File: src/rtl/i2c_target_regport_if.sv
// i2c_target_regport_if: I2C bus lines plus parallel register port
// of the I2C register-port target.
interface i2c_target_regport_if #(
  parameter int PTR_W = 8
);

  logic             scl_in;
  logic             sda_in;
  logic             sda_oe;
  logic [PTR_W-1:0] reg_addr;
  logic [7:0]       reg_wdata;
  logic             reg_we;
  logic [7:0]       reg_rdata;
  logic             busy;

  modport master (
    output scl_in,
    output sda_in,
    output reg_rdata,
    input  sda_oe,
    input  reg_addr,
    input  reg_wdata,
    input  reg_we,
    input  busy
  );

  modport slave (
    input  scl_in,
    input  sda_in,
    input  reg_rdata,
    output sda_oe,
    output reg_addr,
    output reg_wdata,
    output reg_we,
    output busy
  );

endinterface

File: src/rtl/i2c_target_regport.sv
// i2c_target_regport: oversampled I2C target bridging bus reads/writes
// to a parallel register port with an auto-incrementing pointer.
module i2c_target_regport #(
  parameter logic [6:0] DEV_ADDR = 7'd49,
  parameter int         PTR_W    = 8
) (
  input logic                 clk,
  input logic                 rst,
  i2c_target_regport_if.slave bus
);

  typedef enum logic [3:0] {
    IDLE,
    ADDR,
    ADDR_ACK,
    PTR,
    PTR_ACK,
    WDATA,
    WDATA_ACK,
    RDATA,
    MACK,
    IGNORE
  } state_t;

  state_t     state;
  logic [2:0] scl_q;
  logic [2:0] sda_q;
  logic [2:0] bit_cnt;
  logic [7:0] sh;
  logic       rw;
  logic       ack_hi;

  logic       scl_rise;
  logic       scl_fall;
  logic       start_c;
  logic       stop_c;
  logic       last;
  logic [2:0] nxt_bit;
  logic [7:0] byte_in;

  // [1] is the synchronized level, [2] the previous one
  assign scl_rise = scl_q[1] & ~scl_q[2];
  assign scl_fall = ~scl_q[1] & scl_q[2];
  assign start_c  = scl_q[1] & sda_q[2] & ~sda_q[1];
  assign stop_c   = scl_q[1] & ~sda_q[2] & sda_q[1];
  assign last     = (bit_cnt == 3'd0);
  assign nxt_bit  = bit_cnt - 3'd1;
  assign byte_in  = {sh[6:0], sda_q[1]};

  always_ff @(posedge clk or posedge rst) begin
    if (rst) begin
      state         <= IDLE;
      scl_q         <= 3'b111;
      sda_q         <= 3'b111;
      bit_cnt       <= 3'd7;
      sh            <= 8'h00;
      rw            <= 1'b0;
      ack_hi        <= 1'b0;
      bus.sda_oe    <= 1'b0;
      bus.reg_addr  <= '0;
      bus.reg_wdata <= 8'h00;
      bus.reg_we    <= 1'b0;
      bus.busy      <= 1'b0;
    end else begin
      scl_q      <= {scl_q[1:0], bus.scl_in};
      sda_q      <= {sda_q[1:0], bus.sda_in};
      bus.reg_we <= 1'b0;
      if (bus.reg_we)
        bus.reg_addr <= bus.reg_addr + PTR_W'(1);

      if (start_c) begin
        state      <= ADDR;
        bit_cnt    <= 3'd7;
        ack_hi     <= 1'b0;
        bus.sda_oe <= 1'b0;
        bus.busy   <= 1'b0;
      end else if (stop_c) begin
        state      <= IDLE;
        bit_cnt    <= 3'd7;
        ack_hi     <= 1'b0;
        bus.sda_oe <= 1'b0;
        bus.busy   <= 1'b0;
      end else begin
        unique case (state)
          IDLE: bus.sda_oe <= 1'b0;

          ADDR: if (scl_rise) begin
            sh      <= byte_in;
            bit_cnt <= nxt_bit;
            if (last) begin
              bit_cnt <= 3'd7;
              if (byte_in[7:1] == DEV_ADDR) begin
                state <= ADDR_ACK;
                rw    <= byte_in[0];
              end else begin
                state <= IGNORE;
              end
            end
          end

          PTR: if (scl_rise) begin
            sh      <= byte_in;
            bit_cnt <= nxt_bit;
            if (last) begin
              bit_cnt      <= 3'd7;
              bus.reg_addr <= PTR_W'(byte_in);
              state        <= PTR_ACK;
            end
          end

          WDATA: if (scl_rise) begin
            sh      <= byte_in;
            bit_cnt <= nxt_bit;
            if (last) begin
              bit_cnt       <= 3'd7;
              bus.reg_wdata <= byte_in;
              bus.reg_we    <= 1'b1;
              state         <= WDATA_ACK;
            end
          end

          // first fall opens the ACK slot, second fall closes it
          ADDR_ACK, PTR_ACK, WDATA_ACK: if (scl_fall) begin
            if (!ack_hi) begin
              ack_hi     <= 1'b1;
              bus.sda_oe <= 1'b1;
              bus.busy   <= 1'b1;
            end else begin
              ack_hi     <= 1'b0;
              bus.sda_oe <= 1'b0;
              if (state == ADDR_ACK && rw) begin
                sh           <= bus.reg_rdata;
                bus.sda_oe   <= ~bus.reg_rdata[7];
                bus.reg_addr <= bus.reg_addr + PTR_W'(1);
                bit_cnt      <= 3'd7;
                state        <= RDATA;
              end else if (state == ADDR_ACK) begin
                state <= PTR;
              end else begin
                state <= WDATA;
              end
            end
          end

          RDATA: if (scl_fall) begin
            if (last) begin
              bus.sda_oe <= 1'b0;
              bit_cnt    <= 3'd7;
              state      <= MACK;
            end else begin
              bus.sda_oe <= ~sh[nxt_bit];
              bit_cnt    <= nxt_bit;
            end
          end

          MACK: begin
            if (scl_rise && sda_q[1]) begin
              state <= IGNORE;
            end else if (scl_fall) begin
              sh           <= bus.reg_rdata;
              bus.sda_oe   <= ~bus.reg_rdata[7];
              bus.reg_addr <= bus.reg_addr + PTR_W'(1);
              bit_cnt      <= 3'd7;
              state        <= RDATA;
            end
          end

          IGNORE: bus.sda_oe <= 1'b0;

          default: state <= IDLE;
        endcase
      end
    end
  end

endmodule
File: src/flat_wrapper.sv
// flat-port wrapper written by rule: the top's interface ports become plain ports
module i2c_target_regport_flat 
#(
  parameter logic [6:0] DEV_ADDR = 7'd49,
  parameter int         PTR_W    = 8
)
  (clk, rst, bus_scl_in, bus_sda_in, bus_reg_rdata, bus_sda_oe, bus_reg_addr, bus_reg_wdata, bus_reg_we, bus_busy);
  i2c_target_regport_if #(.PTR_W(PTR_W)) bus_i ();
  input logic clk;
  input logic rst;
  input wire logic [$bits(bus_i.scl_in)-1:0] bus_scl_in;
  input wire logic [$bits(bus_i.sda_in)-1:0] bus_sda_in;
  input wire logic [$bits(bus_i.reg_rdata)-1:0] bus_reg_rdata;
  output wire logic [$bits(bus_i.sda_oe)-1:0] bus_sda_oe;
  output wire logic [$bits(bus_i.reg_addr)-1:0] bus_reg_addr;
  output wire logic [$bits(bus_i.reg_wdata)-1:0] bus_reg_wdata;
  output wire logic [$bits(bus_i.reg_we)-1:0] bus_reg_we;
  output wire logic [$bits(bus_i.busy)-1:0] bus_busy;
  assign bus_i.scl_in = bus_scl_in;
  assign bus_i.sda_in = bus_sda_in;
  assign bus_i.reg_rdata = bus_reg_rdata;
  assign bus_sda_oe = bus_i.sda_oe;
  assign bus_reg_addr = bus_i.reg_addr;
  assign bus_reg_wdata = bus_i.reg_wdata;
  assign bus_reg_we = bus_i.reg_we;
  assign bus_busy = bus_i.busy;
  i2c_target_regport #(.DEV_ADDR(DEV_ADDR), .PTR_W(PTR_W)) u_core (.clk(clk), .rst(rst), .bus(bus_i));
endmodule
File: config.mk
export PLATFORM = sky130hd
export DESIGN_NAME = i2c_target_regport_flat
export DESIGN_NICKNAME = d
export VERILOG_FILES = /design/src/rtl/i2c_target_regport_if.sv /design/src/rtl/i2c_target_regport.sv /design/src/flat_wrapper.sv
export SDC_FILE = /design/constraint.sdc
export NUM_CORES = 1
export LEC_CHECK = 0
export ABC_CLOCK_PERIOD_IN_PS = 2500
export BUFFER_PORTS_ARGS = -buffer_cell sky130_fd_sc_hd__clkbuf_2
export CAP_MARGIN = 20
export CORE_MARGIN = 2
export CORE_UTILIZATION = 35
export DETAILED_ROUTE_END_ITERATION = 8
export PLACE_DENSITY_LB_ADDON = 0.05
export SLEW_MARGIN = 40
export SYNTH_ARGS = -nofsm -noshare
export SYNTH_HDL_FRONTEND = slang
export SYNTH_SLANG_ARGS = --single-unit
File: constraint.sdc
create_clock -name clk -period 2.5 [get_ports clk]
set_input_delay 0.375 -clock clk [delete_from_list [all_inputs] [get_ports clk]]
set_output_delay 0.375 -clock clk [all_outputs]
set_load 0.02 [all_outputs]
== After elaboration in Yosys (flattened, before gate mapping) ==
Index checks and enable logic that the tools add are counted.

* Flip-flop bits (word level): 42
* Input port bits: 12
* Output and inout bits: 19
* Logic and storage cells: 156

* $add $sub $neg: 2
* $lt $le $gt $ge: 1
* Eq/ne operators: 33
* Mux-type cells: 74
* Bitwise operators: 14
* Reductions and logical operators: 20

{| class="wikitable"
|+ Operator list
! kind !! count
|-
| 8-bit two-way mux || 16
|-
| 4-bit two-way mux || 16
|-
| 4-bit by 1-bit inequality test with 1-bit output (second input constant) || 13
|-
| 8-bit case mux with 3 select lines || 2
|-
| 3-bit two-way mux || 11
|-
| 4-bit case mux with 7 select lines || 1
|-
| 1-bit two-way mux || 25
|-
| 4-bit by 3-bit equality test with 1-bit output (second input constant) || 4
|-
| 3-bit case mux with 4 select lines || 1
|-
| 12-bit AND reduction || 1
|-
| 6-bit nonzero test || 2
|-
| 2-bit by 1-bit inequality test with 1-bit output (second input constant) || 5
|-
| 5-bit AND reduction || 2
|-
| 9-bit AND reduction || 1
|-
| 3-bit nonzero test || 3
|-
| 8-bit by 1-bit adder with 8-bit output (second input constant) || 1
|-
| 4-bit by 2-bit equality test with 1-bit output (second input constant) || 2
|-
| 4-bit equality test (second input constant) || 2
|-
| 1-bit NOT || 8
|-
| 8-bit AND reduction || 1
|-
| 7-bit by 6-bit equality test with 1-bit output (second input constant) || 1
|-
| 1-bit bitwise AND || 6
|-
| 6-bit AND reduction || 1
|-
| 3-bit OR reduction || 2
|-
| 16 further kinds || 17
|}

== Logic depth before layout (Yosys ltp) ==
Gate-level depths: netlist of the first run.

* Depth after elaboration: 9
* Mapped depth: 8

== Worst setup path before layout of the first run ==
No wires, ideal clock.

* Path kind: register to register
* From: register u_core.bit_cnt[0]
* To: register u_core.bus.sda_oe
* Library setup time: 0.077 ns
* Arrival time: 1.996 ns
* Path slack: 0.427 ns
* Cell stages (with the launch flop): 8
* Buffers on the path: 0
* Path through: dfstp_2 > inv_1 > ha_1 > mux4_2 > a21oi_1 > nor3_1 > or3_1 > a21oi_1

* Cells in the longest elaborated chain, start to end: 9

{| class="wikitable"
|+ Ends and longest elaborated chain
! element !! RTL line !! text
|-
| start: declaration || i2c_target_regport.sv:28 || <nowiki>logic [2:0] bit_cnt;</nowiki>
|-
| start signal: assignment || i2c_target_regport.sv:89 || <nowiki>bit_cnt <= nxt_bit;</nowiki>
|-
| start signal: assignment || i2c_target_regport.sv:103 || <nowiki>bit_cnt <= nxt_bit;</nowiki>
|-
| start signal: assignment || i2c_target_regport.sv:113 || <nowiki>bit_cnt <= nxt_bit;</nowiki>
|-
| 3-bit by 1-bit subtractor with 3-bit output || i2c_target_regport.sv:47 || <nowiki>assign nxt_bit = bit_cnt - 3'd1;</nowiki>
|-
| 1-bit binary-select mux with 3-bit select || i2c_target_regport.sv:151 || <nowiki>bus.sda_oe <= ~sh[nxt_bit];</nowiki>
|-
| 1-bit two-way mux (implied by the code) || i2c_target_regport.sv:151 ||
|-
| 1-bit NOT || i2c_target_regport.sv:151 ||
|-
| 1-bit two-way mux (*) || i2c_target_regport.sv:146 || <nowiki>if (last) begin</nowiki>
|-
| 1-bit two-way mux (*) || i2c_target_regport.sv:145 || <nowiki>RDATA: if (scl_fall) begin</nowiki>
|-
| 1-bit case mux with 4 select lines (*) || i2c_target_regport.sv:84 || <nowiki>unique case (state)</nowiki>
|-
| 1-bit two-way mux (*) || i2c_target_regport.sv:77 || <nowiki>end else if (stop_c) begin</nowiki>
|-
| 1-bit two-way mux (*) || i2c_target_regport.sv:71 || <nowiki>if (start_c) begin</nowiki>
|-
| end signal: assignment || i2c_target_regport.sv:133 || <nowiki>bus.sda_oe <= ~bus.reg_rdata[7];</nowiki>
|-
| end signal: assignment || i2c_target_regport.sv:151 ||
|-
| end signal: assignment || i2c_target_regport.sv:161 || <nowiki>bus.sda_oe <= ~bus.reg_rdata[7];</nowiki>
|-
| end: declaration || i2c_target_regport_if.sv:31 || <nowiki>output sda_oe,</nowiki>
|}

Every way passes the cells marked *; elsewhere a longest branch is shown, timed or not. The select of a mux whose other input is x is not followed.
A chain may end at the register's enable or synchronous reset.

== Final worst setup path of the first run ==
* From: register u_core.bit_cnt[0]
* To: register u_core.bus.reg_wdata[7]

* Cells in the longest elaborated chain, start to end: 2

{| class="wikitable"
|+ Ends and longest elaborated chain
! element !! RTL line !! text
|-
| 3-bit zero test || i2c_target_regport.sv:46 || <nowiki>assign last = (bit_cnt == 3'd0);</nowiki>
|-
| 5-bit AND reduction (no line) || n/a ||
|-
| end signal: assignment || i2c_target_regport.sv:116 || <nowiki>bus.reg_wdata <= byte_in;</nowiki>
|-
| end: declaration || i2c_target_regport_if.sv:33 || <nowiki>output reg_wdata,</nowiki>
|}

Every way passes these cells.

==> flow_summary.toml, run 1 <==
[synth]
syn_inst = 270
synth.most_common_cell = "dfrtp_1"
synthTopCellsByCount = "dfrtp_1 (33), nand2_1 (20), nor2_1 (15)"
ys_dominant_reg_cell = "dfrtp_1"
synthTopCellsByArea = "dfrtp_1 (30%), dfstp_2 (8.6%), mux2_2 (5.3%)"
seq_area_frac_synth_pct = 38.7
synth_top_area_share_pct = 30.1
synth_edf_count = 0
syn_area_sq_mm = 0.00275
synth.avg_cell_area_sq_um = 10.2
yosysUniqueCellTypes = 69
synth_area_leader_cell = "dfrtp_1"
ys_async_sr_fraction_pct = 100
synth_nets = 285
yosysWarnings = 0
yosys_register_bits = 42

[setup_path]
r2r-start = "u_core.bit_cnt[0]"
cp-start-kind = "flip-flop"
r2r_slack_ns = 0.23
r2r_end = "u_core.bus.reg_wdata[7]"
arrival_ns = 2.46
critPathKind = "reg2reg"
crit_fanout = 9
critical_path_required_ns = 2.69
reg2reg_depth = 7
endpoint_kind = "flip-flop"

[clocking]
cts_num_sinks = 42
cts_root_buf = "clkbuf_8"
clock_latency_ns = 0.30
htree_num_levels = 2
cts_buffer_depth = 2
cts-resized-gates = 0
clkSlewWorstSetupHoldPaths_ns = 0.08
cts_hold_buffers = 0
cts_post_setup_buffers_inserted = 0
numCtsBuffers = 5
cts_tree = "built"

[floorplanning]
core_region_area_sq_mm = 0.00765
fp.dieW_microns = 92.6
rows = 32
die_y_microns = 92.6
start_util_pct = 35.9
die_area_sq_mm = 0.00857
io_pins = 31

[placed_design]
hpwl_microns = 5250
portBuffers = 30
gp_congestion = 0.849
pre_cts_ws_ns = 0.226
placed_area_sq_mm = 0.00301

[global_routing]
grt_pass1_vias = 2170
antenna_found_initial = 0
grt_overflow = 0
grt_max_degree = 43
grt_pass1_wl_microns = 11900
gr-usage-all-layers_pct = 17.8

[power_and_ir_drop]
switching_share_pct = 41.5
p_switching_mw = 1.29
pwr-share-clk_pct = 17.6
vdd_drop_max_mv = 0.360
p_seq_share_pct = 34.6
combPwrFrac_pct = 47.9
power_leakage_nw = 1.34
p_int_mw = 1.82
p_per_area_mw_per_mm2 = 997

[final_layout]
multi_input_area_sq_mm = 0.00150
nNetsFinal = 319
regArea_sq_mm = 0.00106
final_util_pct = 40.8
fin_area_sq_mm = 0.00312
fillers = 790
final_layout_size_suffix_gt1_share_pct = 30.8
antennaDiodeCount = 0
area_growth_pct = 13.5

[drt]
vias = 2139
routed_via_density = 5.26
first_pass_iters = 4
routedWlPerCell_microns = 17.4
ant_nets = 0
drc = 0
initialDrtViolationCount = 113
routed_wl_microns = 7090

[timing]
whs_ns = 0.151
slew_viol_final = 0
hold_violations = 0
post-route-period-util_pct = 90.7
grt_setup_unrepaired = "no"
max_clock_freq_mhz = 441
min_period_ns = 2.27
skew_ns = 0.00269
setup_tns_ns = 0
slew-limit-headroom_pct = 61.0
setup_viol = 0
worst_pin_slew_ns = 0.584
fin_ws_ns = 0.232

[hold_path]
hold_depth = 1
hp-start = "bus_scl_in"
hp-class = "in2reg"
holdPathEnd = "u_core.scl_q[0]"

[outcome]
status = "finished clean"

[flow_run]
cap_viol_max_count = 0
==> through the flow <==
step	std cells	total power, mW
finish	407	3.11
global route	407	3.35
CTS	407	3.14
detailed placement	399	2.58
global placement	399	2.58
floorplan	270	2.19
==> placed cells by master, fill, tap and decap left out, types with 4 or more instances in the layout <==
cell,instances
buf_4,16
mux2_2,13
dfstp_2,9
clkbuf_8,5
inv_1,11
nor2_1,15
nand2_1,20
o21ai_0,13
nand2b_1,4
nand4_1,4
nand3_1,7
xor2_1,8
a21oi_1,12
a22oi_1,7
clkbuf_2,30
dfrtp_1,33
o22ai_1,5
mux2i_1,11
==> area by class of cell <==
cell class	count	area share, %
timing repair buffer	46	8.67
sequential	42	34.1
inverter	12	1.44
multi-input combinational	197	48.2
tap	102	4.09
clock buffer	6	2.33
clock inverter	2	1.20
==> cell families (layout without fill, tap and decap cells) <==
group / Yosys count / in the layout / synth area share (%)
flip-flops: 42 / 42 / 38.7
XOR/XNOR: 11 / 11 / 3.51
buffers and inverters: 31 / 66 / 6.61
multiplexers: 26 / 26 / 11.0
AND/OR/NAND/NOR: 87 / 87 / 19.3
adder cells (fa/ha/maj): 4 / 4 / 1.73
AO/OA/AOI/OAI: 69 / 69 / 19.2
==> per-layer routing <==
layer | GRT usage [%] | vias up | wire [microns]
li1 | - | 1058 | -
met1 | 26.0 | 1039 | 3540
met2 | 27.4 | 36 | 3240
met3 | 3.09 | 6 | 241
met5 | 0 | - | 0
met4 | 4.73 | 0 | 69
==> state kept, by name, summed over array words and instances, names as in the netlist <==
signal / cells
u_core.state: 4
u_core.scl_q: 3
u_core.bus.reg_wdata: 8
u_core.bus.sda_oe: 1
u_core.sh: 8
u_core.rw: 1
u_core.sda_q: 3
u_core.bus.reg_we: 1
u_core.bus.reg_addr: 8
u_core.ack_hi: 1
u_core.bus.busy: 1
u_core.bit_cnt: 3
==> worst max-delay path: stages, from the launching register on <==
cell	delay, ns
dfstp_2	0.40
inv_1	0.08
ha_1	0.21
nor4bb_1	0.47
nand2_1	0.16
nor3_2	0.23
nand3b_2	0.26
mux2_2	0.35
==> power by group through the flow <==
stage	clock (mW)	sequential [mW]	combinational [mW]
finish	0.546	1.07	1.49
global placement	0	1.09	1.49
CTS	0.564	1.08	1.50
detailed placement	0	1.09	1.49
global route	0.589	1.10	1.66
floorplan	0	0.964	1.23
==> worst max path at each step <==
| stage | cells after the start | start | slack (ns) | endpoint |
|---|---|---|---|---|
| floorplan | 7 | u_core.bit_cnt[0] | 0.43 | u_core.bus.sda_oe |
| global placement | 7 | u_core.bit_cnt[0] | 0.30 | u_core.bus.reg_wdata[5] |
| detailed placement | 7 | u_core.bit_cnt[0] | 0.23 | u_core.bus.reg_wdata[7] |
| CTS | 7 | u_core.bit_cnt[0] | 0.21 | u_core.bus.reg_wdata[7] |
| global route | 7 | u_core.bit_cnt[0] | 0.03 | u_core.bus.reg_wdata[7] |
| finish | 7 | u_core.bit_cnt[0] | 0.23 | u_core.bus.reg_wdata[7] |
No activity file was read; power rests on OpenSTA's default activity.
==> run 2, diff against run 1 <==
PLACE_DENSITY_LB_ADDON = 0.25   (was 0.05)
==> run 2 against run 1 <==
Count of clock-buffer cells in the layout is the same. First-iteration DRC count grew 24%. Power shrank 2.2%. Routed wire length shrank 6.6%. Die area is the same. Via count grew 3.3%. Non-clock buffer count shrank 4. Critical path depth is the same. Combinational power shrank 4%.
==> flow_summary.toml, run 2 (same netlist as run 1, synthesis figures left out) <==
[setup_path]
endpoint_kind = "flip-flop"
cp-start-kind = "flip-flop"
critical_path_required_ns = 2.68
crit_slowest_cell = "dfstp_2"
path_cells = "inv_1, ha_1, nor4bb_1, nand2_1, nor3_2, nand3b_2, mux2_2"
arrival_ns = 2.42
critPathKind = "reg2reg"
r2r_slack_ns = 0.26
crit_fanout = 9
crit_path_max_incr_delay_ns = 0.40

[floorplanning]
die_area_sq_mm = 0.00857
core_region_area_sq_mm = 0.00765
start_util_pct = 35.9
rows = 32
io_pins = 31
die_y_microns = 92.6
fp.dieW_microns = 92.6

[final_layout]
final_cell_mix = "dfrtp_1 (33), clkbuf_2 (30), nand2_1 (20), nor2_1 (15)"
nNetsFinal = 315
largest_registers = "u_core.bus.reg_addr (8), u_core.bus.reg_wdata (8), u_core.sh (8)"
final_layout_size_suffix_gt1_share_pct = 30.2
layout_commonest_cell = "dfrtp_1"
area_growth_pct = 12.4
final_cells = 403
antennaDiodeCount = 0
fillers = 758

[global_routing]
gr-usage-all-layers_pct = 16.2
grt_pass1_vias = 2164
grt_pass1_wl_microns = 11000
antenna_found_initial = 0
grt_overflow = 0
grt_max_degree = 23

[power_and_ir_drop]
p_switching_mw = 1.25
switching_share_pct = 41.0
p_per_area_mw_per_mm2 = 985
vdd_drop_max_mv = 0.494
p_int_mw = 1.80
combPwrFrac_pct = 46.9
pwr-share-clk_pct = 17.8
p_seq_share_pct = 35.4
power_leakage_nw = 1.33

[timing]
min_period_ns = 2.24
setup_viol = 0
setup_tns_ns = 0
post-route-period-util_pct = 89.5
worst_pin_slew_ns = 0.575
slew-limit-headroom_pct = 61.7
slew_viol_final = 0
grt_setup_unrepaired = "no"
hold_violations = 0
skew_ns = 0.00486
max_clock_freq_mhz = 447

[clocking]
clock_latency_ns = 0.29
cts_post_setup_buffers_inserted = 0
cts-resized-gates = 0
clkSlewWorstSetupHoldPaths_ns = 0.08
cts_root_buf = "clkbuf_8"
htree_num_levels = 2
cts_num_sinks = 42
numCtsBuffers = 5
cts_tree = "built"
cts_buffer_depth = 2
cts_hold_buffers = 0

[drt]
routed_via_density = 5.48
routedWlPerCell_microns = 16.4
initialDrtViolationCount = 140
ant_nets = 0
first_pass_iters = 4
vias = 2210
routed_wl_microns = 6620
drc = 0

[outcome]
status = "finished clean"

[placed_design]
portBuffers = 30
placedCellCount = 395
gp_congestion = 0.890
hpwl_microns = 4950

[flow_run]
cap_viol_max_count = 0

[hold_path]
hp-class = "in2async"
[run 2: cell types whose count changed in the layout (fill, tap and decap cells not counted)]
| cell | before | now |
|---|---|---|
| buf_4 | 16 | 12 |
| clkinv_1 | 1 | 0 |
| inv_2 | 0 | 1 |
[run 2: worst paths after layout]
kind,from,to,depth (start not counted)
hold / removal,rst,u_core.bus.reg_we,2
hold reg to reg,u_core.scl_q[0],u_core.scl_q[1],0
min in group clk,bus_scl_in,u_core.scl_q[0],1
setup / recovery,u_core.bit_cnt[0],u_core.bus.reg_wdata[4],7
max in group asynchronous,rst,u_core.scl_q[0],3
setup reg to reg,u_core.bit_cnt[0],u_core.bus.reg_wdata[4],7
[run 2: power by group through the flow]
stage	Clock (mW)	Sequential, mW	Combinational (mW)
finish	0.540	1.07	1.43
global placement	0	1.08	1.42
CTS	0.556	1.07	1.43
detailed placement	0	1.09	1.43
global route	0.584	1.10	1.58
floorplan	0	0.964	1.23
[run 2: critical path, delay by kind of cell, from the launching register on]
kind | cells | cell delay [ns]
fa+ha+maj | 1 | 0.21
mux | 1 | 0.36
simple gates | 4 | 1.08
buf+inv | 1 | 0.08
flops | 1 | 0.40
[run 2: layout make-up]
cell class	count	area, sq um	share of cell area [%]
Multi-Input combinational cell	197	1500	48.7
Inverter	12	45.0	1.46
Clock buffer	6	72.6	2.35
Clock inverter	2	37.5	1.22
Timing Repair Buffer	42	240	7.78
Sequential cell	42	1060	34.4
Tap cell	102	128	4.13
[run 2: through the flow]
step,instance area (sq um),hold slack (ns),worst slack (ns),power [mW],util [%]
6_report,3090,0.0585,0.262,3.04,40.4
3_3_place_gp,2980,0.346,0.363,2.50,38.9
5_1_grt,3090,0.105,0.0596,3.26,40.4
4_1_cts,3090,0.105,0.246,3.06,40.4
2_1_floorplan,2750,0.345,0.427,2.19,-
3_5_place_dp,2980,0.347,0.278,2.51,38.9
[run 2: per-layer routing]
metal | vias up | share of wire [%] | track usage [%]
met3 | 11 | 4.0 | 2.85
li1 | 1050 | - | -
met1 | 1093 | 46 | 22.0
met2 | 56 | 48 | 26.5
met5 | - | 0 | 0
met4 | 0 | 1.9 | 4.73
